==> src/rtl/draw_image_revers_if.sv <==
// Purpose : Bundles the VGA timing, background pixel, sprite position and
//           sprite-ROM signals that pass between a video source and the
//           draw_image_revers sprite overlay stage.
// Signals : hcount_in/vcount_in, hsync_in/vsync_in, hblnk_in/vblnk_in, rgb_in
//             incoming VGA beam position, timing and background pixel
//           xpos/ypos, revers_en
//             sprite top-left corner and horizontal-mirror enable
//           rom_addr / rom_rgb
//             sprite ROM address (from the overlay) and ROM data (to it)
//           hcount_out/vcount_out, hsync_out/vsync_out, hblnk_out/vblnk_out,
//           rgb_out
//             delayed timing and composited pixel
// Modports: master - the side that drives the video stream and the ROM data
//           slave  - the overlay stage itself
interface draw_image_revers_if;
  logic [10:0] hcount_in;
  logic [10:0] vcount_in;
  logic        hsync_in;
  logic        vsync_in;
  logic        hblnk_in;
  logic        vblnk_in;
  logic [11:0] rgb_in;
  logic [11:0] xpos;
  logic [11:0] ypos;
  logic        revers_en;
  logic [13:0] rom_addr;
  logic [11:0] rom_rgb;
  logic [10:0] hcount_out;
  logic [10:0] vcount_out;
  logic        hsync_out;
  logic        vsync_out;
  logic        hblnk_out;
  logic        vblnk_out;
  logic [11:0] rgb_out;

  modport master (
    output hcount_in, vcount_in, hsync_in, vsync_in, hblnk_in, vblnk_in,
    output rgb_in, xpos, ypos, revers_en, rom_rgb,
    input  rom_addr, hcount_out, vcount_out, hsync_out, vsync_out,
    input  hblnk_out, vblnk_out, rgb_out
  );

  modport slave (
    input  hcount_in, vcount_in, hsync_in, vsync_in, hblnk_in, vblnk_in,
    input  rgb_in, xpos, ypos, revers_en, rom_rgb,
    output rom_addr, hcount_out, vcount_out, hsync_out, vsync_out,
    output hblnk_out, vblnk_out, rgb_out
  );
endinterface

==> src/rtl/draw_image_revers.sv <==
// Purpose : Overlays a (optionally horizontally mirrored) sprite read from an
//           external synchronous ROM onto a VGA pixel stream. Pixels whose ROM
//           colour equals KEY_RGB are transparent and show the background.
//           Three-stage pipeline: address generation, ROM wait, compositing.
// Ports   : clk   - single clock
//           rst_n - asynchronous active-low reset, clears every register
//           bus   - draw_image_revers_if.slave (timing in/out, background
//                   pixel, sprite position, ROM address/data, output pixel)
// Params  : IMG_W   - sprite width in pixels (power of two, 128 max)
//           IMG_H   - sprite height in pixels (128 max)
//           KEY_RGB - transparent colour key
module draw_image_revers #(
  parameter int          IMG_W   = 128,
  parameter int          IMG_H   = 128,
  parameter logic [11:0] KEY_RGB = 12'h0F0
) (
  input logic              clk,
  input logic              rst_n,
  draw_image_revers_if.slave bus
);

  localparam logic [12:0] IMG_W13  = 13'(IMG_W);
  localparam logic [12:0] IMG_H13  = 13'(IMG_H);
  localparam logic [6:0]  IMG_W_M1 = 7'(IMG_W - 1);

  // Frame-latched sprite placement
  logic [11:0] r_xposL;
  logic [11:0] r_yposL;
  logic        r_reversL;

  // Stage 1 registers
  logic        r_s1Inside;
  logic [10:0] r_s1Hcount;
  logic [10:0] r_s1Vcount;
  logic        r_s1Hsync;
  logic        r_s1Vsync;
  logic        r_s1Hblnk;
  logic        r_s1Vblnk;
  logic [11:0] r_s1Rgb;
  logic [13:0] r_romAddr;

  // Stage 2 registers
  logic        r_s2Inside;
  logic [10:0] r_s2Hcount;
  logic [10:0] r_s2Vcount;
  logic        r_s2Hsync;
  logic        r_s2Vsync;
  logic        r_s2Hblnk;
  logic        r_s2Vblnk;
  logic [11:0] r_s2Rgb;

  // Stage 3 (output) registers
  logic [10:0] r_hcountOut;
  logic [10:0] r_vcountOut;
  logic        r_hsyncOut;
  logic        r_vsyncOut;
  logic        r_hblnkOut;
  logic        r_vblnkOut;
  logic [11:0] r_rgbOut;

  logic        w_frameStart;
  logic [12:0] w_hcount13;
  logic [12:0] w_vcount13;
  logic [12:0] w_xEnd;
  logic [12:0] w_yEnd;
  logic        w_inside;
  logic [6:0]  w_relX;
  logic [6:0]  w_relY;
  logic [6:0]  w_imgX;
  logic [13:0] w_romAddr;

  assign w_frameStart = (bus.hcount_in == 11'd0) && (bus.vcount_in == 11'd0);

  // Bounds are compared 13 bits wide so a sprite placed near 4095 cannot
  // wrap its right/bottom edge back to a small coordinate.
  assign w_hcount13 = {2'b00, bus.hcount_in};
  assign w_vcount13 = {2'b00, bus.vcount_in};
  assign w_xEnd     = {1'b0, r_xposL} + IMG_W13;
  assign w_yEnd     = {1'b0, r_yposL} + IMG_H13;

  assign w_inside = (w_hcount13 >= {1'b0, r_xposL}) && (w_hcount13 < w_xEnd) &&
                    (w_vcount13 >= {1'b0, r_yposL}) && (w_vcount13 < w_yEnd) &&
                    !bus.hblnk_in && !bus.vblnk_in;

  // Only the low 7 bits of the relative position reach the ROM address, and
  // modular subtraction gives the same low bits as the full 12-bit difference.
  assign w_relX    = bus.hcount_in[6:0] - r_xposL[6:0];
  assign w_relY    = bus.vcount_in[6:0] - r_yposL[6:0];
  assign w_imgX    = r_reversL ? (IMG_W_M1 - w_relX) : w_relX;
  assign w_romAddr = w_inside ? {w_relY, w_imgX} : 14'h0000;

  // Sprite placement is sampled only on the first pixel of a frame so the
  // sprite never tears when the controller moves it mid-frame.
  always_ff @(posedge clk or negedge rst_n) begin
    if (!rst_n) begin
      r_xposL   <= '0;
      r_yposL   <= '0;
      r_reversL <= 1'b0;
    end else if (w_frameStart) begin
      r_xposL   <= bus.xpos;
      r_yposL   <= bus.ypos;
      r_reversL <= bus.revers_en;
    end
  end

  // Stage 1: issue the ROM address and carry timing/background along with
  // the inside flag for the pixel being addressed.
  always_ff @(posedge clk or negedge rst_n) begin
    if (!rst_n) begin
      r_s1Inside <= 1'b0;
      r_s1Hcount <= '0;
      r_s1Vcount <= '0;
      r_s1Hsync  <= 1'b0;
      r_s1Vsync  <= 1'b0;
      r_s1Hblnk  <= 1'b0;
      r_s1Vblnk  <= 1'b0;
      r_s1Rgb    <= '0;
      r_romAddr  <= '0;
    end else begin
      r_s1Inside <= w_inside;
      r_s1Hcount <= bus.hcount_in;
      r_s1Vcount <= bus.vcount_in;
      r_s1Hsync  <= bus.hsync_in;
      r_s1Vsync  <= bus.vsync_in;
      r_s1Hblnk  <= bus.hblnk_in;
      r_s1Vblnk  <= bus.vblnk_in;
      r_s1Rgb    <= bus.rgb_in;
      r_romAddr  <= w_romAddr;
    end
  end

  // Stage 2: wait one cycle while the synchronous ROM produces its data.
  always_ff @(posedge clk or negedge rst_n) begin
    if (!rst_n) begin
      r_s2Inside <= 1'b0;
      r_s2Hcount <= '0;
      r_s2Vcount <= '0;
      r_s2Hsync  <= 1'b0;
      r_s2Vsync  <= 1'b0;
      r_s2Hblnk  <= 1'b0;
      r_s2Vblnk  <= 1'b0;
      r_s2Rgb    <= '0;
    end else begin
      r_s2Inside <= r_s1Inside;
      r_s2Hcount <= r_s1Hcount;
      r_s2Vcount <= r_s1Vcount;
      r_s2Hsync  <= r_s1Hsync;
      r_s2Vsync  <= r_s1Vsync;
      r_s2Hblnk  <= r_s1Hblnk;
      r_s2Vblnk  <= r_s1Vblnk;
      r_s2Rgb    <= r_s1Rgb;
    end
  end

  // Stage 3: composite. Blanking forces black; otherwise an opaque sprite
  // pixel wins over the background.
  always_ff @(posedge clk or negedge rst_n) begin
    if (!rst_n) begin
      r_hcountOut <= '0;
      r_vcountOut <= '0;
      r_hsyncOut  <= 1'b0;
      r_vsyncOut  <= 1'b0;
      r_hblnkOut  <= 1'b0;
      r_vblnkOut  <= 1'b0;
      r_rgbOut    <= '0;
    end else begin
      r_hcountOut <= r_s2Hcount;
      r_vcountOut <= r_s2Vcount;
      r_hsyncOut  <= r_s2Hsync;
      r_vsyncOut  <= r_s2Vsync;
      r_hblnkOut  <= r_s2Hblnk;
      r_vblnkOut  <= r_s2Vblnk;
      if (r_s2Hblnk || r_s2Vblnk) begin
        r_rgbOut <= 12'h000;
      end else if (r_s2Inside && (bus.rom_rgb != KEY_RGB)) begin
        r_rgbOut <= bus.rom_rgb;
      end else begin
        r_rgbOut <= r_s2Rgb;
      end
    end
  end

  assign bus.rom_addr   = r_romAddr;
  assign bus.hcount_out = r_hcountOut;
  assign bus.vcount_out = r_vcountOut;
  assign bus.hsync_out  = r_hsyncOut;
  assign bus.vsync_out  = r_vsyncOut;
  assign bus.hblnk_out  = r_hblnkOut;
  assign bus.vblnk_out  = r_vblnkOut;
  assign bus.rgb_out    = r_rgbOut;

endmodule

==> src/flat_wrapper.sv <==
// flat-port wrapper written by rule: the top's interface ports become plain ports
module draw_image_revers_flat 
#(
  parameter int          IMG_W   = 128,
  parameter int          IMG_H   = 128,
  parameter logic [11:0] KEY_RGB = 12'h0F0
)
  (clk, rst_n, bus_hcount_in, bus_vcount_in, bus_hsync_in, bus_vsync_in, bus_hblnk_in, bus_vblnk_in, bus_rgb_in, bus_xpos, bus_ypos, bus_revers_en, bus_rom_rgb, bus_rom_addr, bus_hcount_out, bus_vcount_out, bus_hsync_out, bus_vsync_out, bus_hblnk_out, bus_vblnk_out, bus_rgb_out);
  draw_image_revers_if bus_i ();
  input logic clk;
  input logic rst_n;
  input wire logic [$bits(bus_i.hcount_in)-1:0] bus_hcount_in;
  input wire logic [$bits(bus_i.vcount_in)-1:0] bus_vcount_in;
  input wire logic [$bits(bus_i.hsync_in)-1:0] bus_hsync_in;
  input wire logic [$bits(bus_i.vsync_in)-1:0] bus_vsync_in;
  input wire logic [$bits(bus_i.hblnk_in)-1:0] bus_hblnk_in;
  input wire logic [$bits(bus_i.vblnk_in)-1:0] bus_vblnk_in;
  input wire logic [$bits(bus_i.rgb_in)-1:0] bus_rgb_in;
  input wire logic [$bits(bus_i.xpos)-1:0] bus_xpos;
  input wire logic [$bits(bus_i.ypos)-1:0] bus_ypos;
  input wire logic [$bits(bus_i.revers_en)-1:0] bus_revers_en;
  input wire logic [$bits(bus_i.rom_rgb)-1:0] bus_rom_rgb;
  output wire logic [$bits(bus_i.rom_addr)-1:0] bus_rom_addr;
  output wire logic [$bits(bus_i.hcount_out)-1:0] bus_hcount_out;
  output wire logic [$bits(bus_i.vcount_out)-1:0] bus_vcount_out;
  output wire logic [$bits(bus_i.hsync_out)-1:0] bus_hsync_out;
  output wire logic [$bits(bus_i.vsync_out)-1:0] bus_vsync_out;
  output wire logic [$bits(bus_i.hblnk_out)-1:0] bus_hblnk_out;
  output wire logic [$bits(bus_i.vblnk_out)-1:0] bus_vblnk_out;
  output wire logic [$bits(bus_i.rgb_out)-1:0] bus_rgb_out;
  assign bus_i.hcount_in = bus_hcount_in;
  assign bus_i.vcount_in = bus_vcount_in;
  assign bus_i.hsync_in = bus_hsync_in;
  assign bus_i.vsync_in = bus_vsync_in;
  assign bus_i.hblnk_in = bus_hblnk_in;
  assign bus_i.vblnk_in = bus_vblnk_in;
  assign bus_i.rgb_in = bus_rgb_in;
  assign bus_i.xpos = bus_xpos;
  assign bus_i.ypos = bus_ypos;
  assign bus_i.revers_en = bus_revers_en;
  assign bus_i.rom_rgb = bus_rom_rgb;
  assign bus_rom_addr = bus_i.rom_addr;
  assign bus_hcount_out = bus_i.hcount_out;
  assign bus_vcount_out = bus_i.vcount_out;
  assign bus_hsync_out = bus_i.hsync_out;
  assign bus_vsync_out = bus_i.vsync_out;
  assign bus_hblnk_out = bus_i.hblnk_out;
  assign bus_vblnk_out = bus_i.vblnk_out;
  assign bus_rgb_out = bus_i.rgb_out;
  draw_image_revers #(.IMG_W(IMG_W), .IMG_H(IMG_H), .KEY_RGB(KEY_RGB)) u_core (.clk(clk), .rst_n(rst_n), .bus(bus_i));
endmodule
==> config.mk <==
export PLATFORM = sky130hd
export DESIGN_NAME = draw_image_revers_flat
export DESIGN_NICKNAME = d
export VERILOG_FILES = /design/src/rtl/draw_image_revers_if.sv /design/src/rtl/draw_image_revers.sv /design/src/flat_wrapper.sv
export SDC_FILE = /design/constraint.sdc
export NUM_CORES = 1
export LEC_CHECK = 0
export BUFFER_PORTS_ARGS = -buffer_cell sky130_fd_sc_hd__buf_2
export CORE_ASPECT_RATIO = 0.75
export CORE_MARGIN = 2
export CORE_UTILIZATION = 30
export DETAILED_ROUTE_END_ITERATION = 6
export SETUP_SLACK_MARGIN = 0.02
export SYNTH_ARGS = -nofsm -noshare
export SYNTH_HDL_FRONTEND = slang
export SYNTH_SLANG_ARGS = --single-unit
==> constraint.sdc <==
create_clock -name clk -period 2.65 [get_ports clk]
set_input_delay 0.53 -clock clk [delete_from_list [all_inputs] [get_ports clk]]
set_output_delay 0.53 -clock clk [all_outputs]
set_load 0.02 [all_outputs]
==> summary.txt <==
Yosys
  • Syn_area_per_cell: 13.2 um2
  • Net Count, Synth: 542
  • Sequential share of the synthesized area: 0.681
  • Xor and xnor fraction of the mapped netlist area: 0.0323
  • Synth Warn #: 0
  • Yosys cell types: 44
  • Post-synth top flop: dfrtp_1
  • Compound-Gate Fraction of Synth Area: 0.0762
  • Synthesized instance count: 431
  • Largest family of logic cells by synthesized area: simple AND/OR/NAND/NOR gates
  • Mux cell area share after synthesis: 0.0187
  • Number of flops mapped to enable cells by yosys: 0
  • Synth Register Bits: 155
  • Area share of and/or/nand/nor cells after synthesis: 0.0876
  • Post-synthesis adder-cell area fraction: 0.0773
  • Mapped cell area: 5700 um2
  • Async SR Flop Fraction: 1.00

Power and ir drop
  • Worst VDD drop: 0.399 mV
  • Power density over the cells: 701 nW/um2
  • Total chip power: 5.15 mW
  • Static leakage: 3.68 nW

CTS
  • Worst-path clk slew: 0.07 ns
  • CTS tree: done
  • CTS H-tree lvls: 4
  • Post-cts hold buffer count: 0
  • Max Root-Sink Buffers: 2
  • Clock Sinks: 155
  • CTS root buf: clkbuf_16
  • Num CTS Buffers: 17
  • Worst-skew pair later-pin latency: 0.42 ns

Worst setup path
  • Peak fanout along the critical path: 6
  • Critical-path cell list: ha_1 -> xnor2_1 -> ha_1 -> a21oi_1 -> nand2_1 -> a211oi_1 -> a2bb2oi_2 -> nand4_1 -> buf_4 -> nor2_1
  • Kind of critical path: flip-flop to flip-flop
  • Worst Path Arrival: 2.78 ns
  • CP Capture Type: flip-flop
  • Top cell family by delay on the critical path: compound AO/OA/AOI/OAI gates
  • Crit-path max cell delay: 0.44 ns
  • Buf/Inv on CP: 1
  • Slowest CP cell: dfrtp_1
  • Worst EP required: 3.00 ns
  • Most frequent CP cell: ha_1
  • Setup crit start kind: flip-flop

Hold path
  • Hold/Removal Path Class: primary input to async pin

GRT
  • Busiest layer in global routing: met2
  • Initial antenna violation count: 0
  • Met2 GRT Util: 0.206
  • First-pass GRT wire length: 20.2 mm
  • Vias in the first global route: 3,782
  • GRT Resource Usage Total: 0.136
  • Largest net degree at the start of global routing: 72
  • GRT met1 Usage: 0.182
  • Global route overflow: 0
  • GR Util met3: 0.0416

Route
  • Via density: 4.33
  • Routed wire per std cell: 15.1 um
  • Routed Antenna Nets: 0
  • Starting DRT DRC Count: 231
  • Final WL: 12.8 mm
  • Drt pass-1 iters: 4
  • # DRC: 0
  • DR vias: 3,650

Layout
  • FF/Latch Area: 3880 um2
  • Non-filler cells, final: 842
  • Ant. Diodes: 0
  • Area of the multi-input gates: 1670 um2
  • Layout cells sized above 1: 0.308
  • Final-layout fill cell count: 1,796
  • Util after Layout: 0.396
  • Post-route cell area: 7340 um2
  • Area delta synth->final: 28.8%
  • Nets: 693

STA
  • Final setup violation count: 0
  • Final Hold Viols: 0
  • Final min period: 2.43 ns
  • Worst Skew: 0.00912 ns
  • RSZ-0062 raised after global routing: false
  • Slew Limit Headroom: 0.573
  • Total Neg Setup Slack: 0 ns
  • Fmax achieved: 412 MHz
  • Final Max Tran Viols: 0
  • Slew @ Worst Pin: 0.640 ns
  • Fin crit share: 0.917

Place
  • Placed Cells: 809
  • DP Area: 6740 um2
  • PortBufs: 128
  • Detail Placement HPWL: 9.62 mm
  • GPL Wtd Cong: 0.934

Die
  • Core area: 18,600 um2
  • Die width: 163 um
  • Initial Utilization: 0.307
  • Die area: 20,100 um2
  • Row count: 43
  • IO Count: 129
  • Die Y: 123 um

Run
  • Max-cap violations: 0

Run status
  • Status: finished, final reports clean
## cell type report
| cell class | count | share of cell area |
|---|---|---|
| clock buffers | 18 | 0.0598 |
| clock inverters | 14 | 0.0206 |
| inverters | 29 | 0.0148 |
| multi-input cells | 238 | 0.228 |
| flip-flops and latches | 155 | 0.528 |
| well taps | 247 | 0.0421 |
| repair buffers | 141 | 0.106 |
## cells in the mapped netlist, types with 2 or more instances
master	count	share of area
a21boi_0	4	0.0053
nor4b_1	2	0.0031
fa_1	2	0.0070
nand4b_1	4	0.0061
mux2_2	5	0.0099
inv_1	29	0.019
a31oi_1	2	0.0022
xnor2_1	17	0.026
o21ai_0	20	0.018
xor2_1	4	0.0061
clkbuf_1	2	0.0013
o211ai_1	2	0.0026
nand3_1	6	0.0053
dfrtp_1	155	0.68
ha_1	32	0.070
nor4_1	4	0.0044
a21o_1	4	0.0053
a21oi_1	19	0.017
nand4_1	4	0.0044
a211oi_1	6	0.0079
nor2_1	25	0.016
nor4bb_1	2	0.0035
buf_2	3	0.0026
nor3_1	4	0.0035
o21ai_1	4	0.0035
clkbuf_2	2	0.0018
buf_4	2	0.0026
o21bai_1	3	0.0040
mux2i_1	5	0.0088
nand2_1	43	0.028
nor2b_1	2	0.0022
## report_power, final
group / switching (mW) / leakage [nW] / total [mW] / internal, mW
logic: 0.183 / 1.57 / 0.295 / 0.112
registers: 0.0206 / 1.82 / 2.47 / 2.45
clock network: 1.02 / 0.284 / 2.38 / 1.35
total: 1.23 / 3.68 / 5.15 / 3.92
## per-stage QoR
| stage | setup WS (ns) | hold slack [ns] |
|---|---|---|
| 2_1_floorplan | 0.372 | 0.234 |
| 3_3_place_gp | 0.124 | 0.331 |
| 3_5_place_dp | 0.0820 | 0.335 |
| 4_1_cts | 0.106 | 0.130 |
| 5_1_grt | 0.0224 | 0.159 |
| 6_report | 0.221 | 0.125 |
## placed cells by master, fill, tap and decap left out, types with 6 or more instances in the layout
cell type and count:
a211oi_1 6, a21oi_1 19, buf_2 127, buf_4 10, clkbuf_16 17, dfrtp_1 155, ha_1 32, inv_1 29
inv_6 7, nand2_1 43, nand3_1 6, nor2_1 25, o21ai_0 20, xnor2_1 17
## flip-flops by register name, indices dropped and copies added (netlist names), 12 cells and up
register / flops
u_core.r_yposL: 12
u_core.r_s2Rgb: 12
u_core.bus.rom_addr: 14
u_core.r_xposL: 12
u_core.bus.rgb_out: 12
u_core.r_s1Rgb: 12
## cells by family after synthesis
family | count (synthesis)
buffers and inverters | 38
adder cells (fa/ha/maj) | 34
XOR/XNOR | 21
multiplexers | 10
AO/OA/AOI/OAI | 71
AND/OR/NAND/NOR | 102
flip-flops | 155
## what timing repair did
item                                    in CTS  in global routing
endpoints found under the hold margin        0                  0
resized for setup                            0                  3
setup buffers                                0                  1
endpoints found under the setup margin       0                 14
## path summary, 6_finish.rpt
check                           cells after the start            startpoint  slack (ns)                      to
worst max-delay path                               10     u_core.r_xposL[7]        0.22  u_core.bus.rom_addr[0]
worst max register to register                     10     u_core.r_xposL[7]        0.22  u_core.bus.rom_addr[0]
worst min register to register                      0  u_core.r_s1Hcount[7]        0.34    u_core.r_s2Hcount[7]
worst min-delay path                                1                 rst_n        0.12   u_core.bus.rgb_out[7]
max in group asynchronous                           2                 rst_n        1.85       u_core.r_xposL[0]
min in group clk                                    1         bus_rgb_in[6]        0.21       u_core.r_s1Rgb[6]
## metal layers
layer / vias to the layer above / part of all wire
met2: 104 / 0.46
met1: 1771 / 0.48
met4: 0 / 0.016
met5: - / 0
met3: 13 / 0.051
li1: 1762 / -
(Power assumes the default switching activity.)
